`src/rtl/hazard_ctrl.sv`:
```
// Hazard controller for the 5-stage core: load-use and MDU stalls, branch/jump flushes, MDU busy FSM.
// Optional HAZARD_STATS_EN adds saturating stall/flush cycle counters (stat_stall, stat_flush).
module hazard_ctrl #(
    parameter int MDU_LAT = 32,
    parameter int CNT_W   = 6
) (
    input  logic       clk,
    input  logic       rst,
    input  logic [4:0] id_rs,
    input  logic [4:0] id_rt,
    input  logic       id_uses_rt,
    input  logic       ex_mem_read,
    input  logic [4:0] ex_rt,
    input  logic       id_mdu_op,
    input  logic       id_reads_hilo,
    input  logic       branch_taken,
    input  logic       jump,
    output logic       pc_write,
    output logic       if_id_write,
    output logic       if_id_flush,
    output logic       id_ex_bubble,
    output logic       mdu_busy
`ifdef HAZARD_STATS_EN
    ,
    output logic [31:0] stat_stall,
    output logic [31:0] stat_flush
`endif
);

    typedef enum logic {IDLE, BUSY} state_t;

    state_t           state, state_nx;
    logic [CNT_W-1:0] cnt, cnt_nx;

    logic lu, mh, stall;

    // Load-use: the load in ID/EX writes a register the ID instruction reads; r0 never hazards.
    always_comb begin
        lu = ex_mem_read && (ex_rt != 5'd0) &&
             ((ex_rt == id_rs) || (id_uses_rt && (ex_rt == id_rt)));
        mh = (state == BUSY) && (id_mdu_op || id_reads_hilo);
        stall = (lu || mh) && !branch_taken;
    end

    always_ff @(posedge clk) begin
        if (rst) begin
            state <= IDLE;
            cnt   <= '0;
        end else begin
            state <= state_nx;
            cnt   <= cnt_nx;
        end
    end

    // A mult/div on the wrong path of a taken branch is never issued; BUSY is not aborted by branches.
    always_comb begin
        state_nx = state;
        cnt_nx   = cnt;
        case (state)
            IDLE: begin
                if (id_mdu_op && !lu && !branch_taken) begin
                    state_nx = BUSY;
                    cnt_nx   = CNT_W'(MDU_LAT - 1);
                end
            end
            BUSY: begin
                if (cnt != '0) cnt_nx = cnt - 1'b1;
                else           state_nx = IDLE;
            end
            default: begin
                state_nx = IDLE;
                cnt_nx   = '0;
            end
        endcase
    end

    always_comb begin
        pc_write     = 1'b1;
        if_id_write  = 1'b1;
        if_id_flush  = 1'b0;
        id_ex_bubble = 1'b0;
        mdu_busy     = 1'b0;
        if (!rst) begin
            mdu_busy = (state == BUSY);
            if (branch_taken) begin
                if_id_flush  = 1'b1;
                id_ex_bubble = 1'b1;
            end else if (stall) begin
                pc_write     = 1'b0;
                if_id_write  = 1'b0;
                id_ex_bubble = 1'b1;
            end else if (jump) begin
                if_id_flush  = 1'b1;
            end
        end
    end

`ifdef HAZARD_STATS_EN
    always_ff @(posedge clk) begin
        if (rst) begin
            stat_stall <= '0;
            stat_flush <= '0;
        end else begin
            if (stall && (stat_stall != 32'hFFFF_FFFF)) stat_stall <= stat_stall + 32'd1;
            if (if_id_flush && (stat_flush != 32'hFFFF_FFFF)) stat_flush <= stat_flush + 32'd1;
        end
    end
`endif

endmodule

```
`config.mk`:
```
export PLATFORM = sky130hd
export DESIGN_NAME = hazard_ctrl
export DESIGN_NICKNAME = d
export VERILOG_FILES = /design/src/rtl/hazard_ctrl.sv
export SDC_FILE = /design/constraint.sdc
export NUM_CORES = 1
export LEC_CHECK = 0
export CAP_MARGIN = 10
export CELL_PAD_IN_SITES_DETAIL_PLACEMENT = 1
export CELL_PAD_IN_SITES_GLOBAL_PLACEMENT = 1
export CORE_MARGIN = 2
export CORE_UTILIZATION = 28
export DETAILED_ROUTE_END_ITERATION = 10
export GPL_TIMING_DRIVEN = 0
export PLACE_DENSITY = 0.79
export SLEW_MARGIN = 20
export SYNTH_ARGS = -nofsm -noshare
export SYNTH_HDL_FRONTEND = slang
export SYNTH_SLANG_ARGS = --single-unit
```
`constraint.sdc`:
```
create_clock -name clk -period 4.5 [get_ports clk]
set_clock_uncertainty 0.05 [all_clocks]
set_input_delay 0.675 -clock clk [delete_from_list [all_inputs] [get_ports clk]]
set_output_delay 0.675 -clock clk [all_outputs]
set_load 0.05 [all_outputs]
```
==> metrics.cfg <==
[run_status]
run_status = finished clean

[detailed_routing]
met2_wirelength_um = 688
detail_route.drc_violations = 0
wl_met3_um = 169
wl_per_instance_um = 12.29
first_pass_iters = 3
via_cell_ratio = 4.797
dr_total_vias = 590
detailedRoute.firstIterationViolations = 1
routed.top_layer = met4
ant_nets = 0
totalWireLength_mm = 1.512
met1Wirelength_um = 631

[worst_setup_path]
max_stage_delay_ns = 0.80
timing.critical_path.depth = 8
criticalPathCategory = in2out
cpMostUsedCell = clkdlybuf4s50_1
reg2reg_depth = 6
crit_path_cell_trace = clkdlybuf4s50_1 > or4_1 > o21ai_1 > inv_1 > nand2_1 > a211o_1 > buf_4 > clkdlybuf4s50_1
crit_slowest_cell = clkdlybuf4s50_1
endpoint_kind = output pin
cp.required_ns = 3.77
startpoint_type = input pin
crit_family = buffers and inverters
worst-endpoint-arrival_ns = 3.16
cp_max_fo = 4
path_buf_inv = 4

[floorplan]
floorplan.rows = 15
die_width_um = 48.14
boundaryPins = 28
dieArea_um2 = 2317
start_util = 0.3060
floorplan.die.height_um = 48.14
coreArea_um2 = 1783

[grt]
grt_antenna_before_repair = 0
grt_first_pass_wirelength_mm = 2.318
grt_max_degree = 11
globalRouteTotalUtil = 0.1446
grt-ovfl-total = 0
first_global_vias = 540

[clock_tree]
cts_tree = done
worstSkewPairLatency_ns = 0.25
clk_pin_slew_worst_paths_ns = 0.05
cts_post_setup_buffers_inserted = 0
numClockSinks = 7
post_cts.resized_instances = 0
cts_root_buf = clkbuf_4
cts_max_path_buffers = 2
htree_num_levels = 1
number_of_buffers_added_by_the_clock_tree_synthesis_step = 3
hold_buffers = 0

[synth]
yosys_register_bits = 7
unique_masters_post_synth = 27
synth_fp_nets = 91
leading_area_contributor_after_synthesis = dfxtp_1
syn_area_um2 = 545.5
synth-edff-count = 0
synthTopCellsByCount = 11 x xnor2_1, 7 x a21oi_1, 7 x dfxtp_1
synth_most_common_cell = xnor2_1
synth_cells = 67
synth_sequential_area_ratio = 0.2569
synth_area_per_cell_um2 = 8.142
synth_top_cells_by_area = dfxtp_1 26%, xnor2_1 18%, o31a_1 8.0%
synth_top_flop_cell = dfxtp_1
synth_top_area_frac = 0.2569
postSynth.asyncResetShare = 0
synthesis.yosys.warnings = 0

[sta]
setup_slack_ns = 0.6180
min_period_ns = 3.882
worst_slew_pin_slew_ns = 0.5991
timing_hold_violations_final = 0
tns_ns = 0
fin_crit_sh = 0.8627
rsz_0062_raised_after_global_routing = false
achievable-frequency_mhz = 257.6
setup_violations = 0
final-max-slew-violation-count = 0
max_slew_margin = 0.5997

[power]
fin_total_pwr_w = 0.0002204
switching_power_w = 0.00007138
power.combinational.fraction = 0.387
cell_int_power_w = 0.0001490
ir_worst_vdd_mv = 0.1457
power.share.clock = 0.261
power.share.sequential = 0.351
static-leakage-power_nw = 0.3138
power.switching_fraction = 0.3238
power_dens_cells_nw_per_um2 = 252.4

[layout]
areaGrowthSynthToFinish_pct = 60.09
antenna_cells_inserted = 0
layout.nets = 123
drive_gt1_frac = 0.06122

[placed_design]
dpl_worst_slack_ns = 0.5988
gp_congestion = 0.7606
buffer_ports.inserted = 27
post-dp-hpwl_mm = 1.217

[min_path]
worstHoldPathType = reg2reg
worst_hold_path_cell_count = 1

[run]
drv.max_cap_violation_count = 0

per-stage QoR:
step | instances | util | hold WS (ns) | area [um^2]
after floorplan | 67 | - | 0.4256 | 545.5
after global placement | 119 | 0.4751 | 0.4371 | 847.1
after detailed placement | 119 | 0.4751 | 0.4529 | 847.1
after CTS | 123 | 0.4898 | 0.4849 | 873.3
after global routing | 123 | 0.4898 | 0.5047 | 873.3
final | 123 | 0.4898 | 0.4784 | 873.3
worst reg2reg max path: cells and delay by family (launching register included):
family,cells,cell delay (ns)
AO/OA/AOI/OAI,3,0.75
AND/OR/NAND/NOR,1,0.15
adder cells (fa/ha/maj),1,0.23
flip-flops,1,0.38
buffers and inverters,1,0.06
layout by cell type (no fill, tap or decap), types with 2 or more instances in the layout:
master           count
a21oi_1              7
inv_1                4
clkdlybuf4s50_1     27
clkbuf_4             3
clkbuf_1             2
xnor2_1             11
dfxtp_1              7
nand2_1              5
nor3_1               5
o31a_1               5
nor2b_1              2
nand3_1              2
nor2_1               2
power groups by stage:
stage           Clock, W  Combinational, W  Sequential (W)
3_3_place_gp           0         0.0000844       0.0000780
3_5_place_dp           0         0.0000861       0.0000784
4_1_cts        0.0000610         0.0000865       0.0000773
2_1_floorplan          0         0.0000529       0.0000761
5_1_grt        0.0000646         0.0000931       0.0000786
6_report       0.0000576         0.0000854       0.0000775
final timing paths:
| check | start | end | slack [ns] |
|---|---|---|---|
| min reg2reg | cnt[1]$_SDFFE_PP0P_ | cnt[1]$_SDFFE_PP0P_ | 0.48 |
| min | cnt[1]$_SDFFE_PP0P_ | cnt[1]$_SDFFE_PP0P_ | 0.48 |
| max reg2reg | cnt[0]$_SDFFE_PP0P_ | cnt[0]$_SDFFE_PP0P_ | 2.79 |
| max | ex_rt[1] | pc_write | 0.62 |
sequential cells by signal, indices dropped and copies added, names as in the netlist:
| register | cells |
|---|---|
| cnt | 6 |
| state | 1 |
metal layers:
| layer | track usage | vias to the layer above |
|---|---|---|
| met4 | 0.08108 | 0 |
| li1 | - | 304 |
| met1 | 0.1570 | 262 |
| met2 | 0.2553 | 21 |
| met5 | 0 | - |
| met3 | 0.03333 | 3 |
cell type report:
class	count	area [um^2]
plain buffers	2	11.26
clock buffers	4	26.28
fillers	217	909.6
inverters	4	15.01
multi-input cells	54	379.1
flip-flops and latches	7	140.1
well taps	25	31.28
repair buffers	27	270.3
kinds of logic after synthesis:
| logic type | synth area share |
|---|---|
| compound gates | 0.2913 |
| simple gates | 0.1881 |
| xor+xnor | 0.1927 |
| flops | 0.2569 |
| buf+inv | 0.04816 |
| fa+ha+maj | 0.02293 |
No activity file was read; power rests on OpenSTA's default activity.
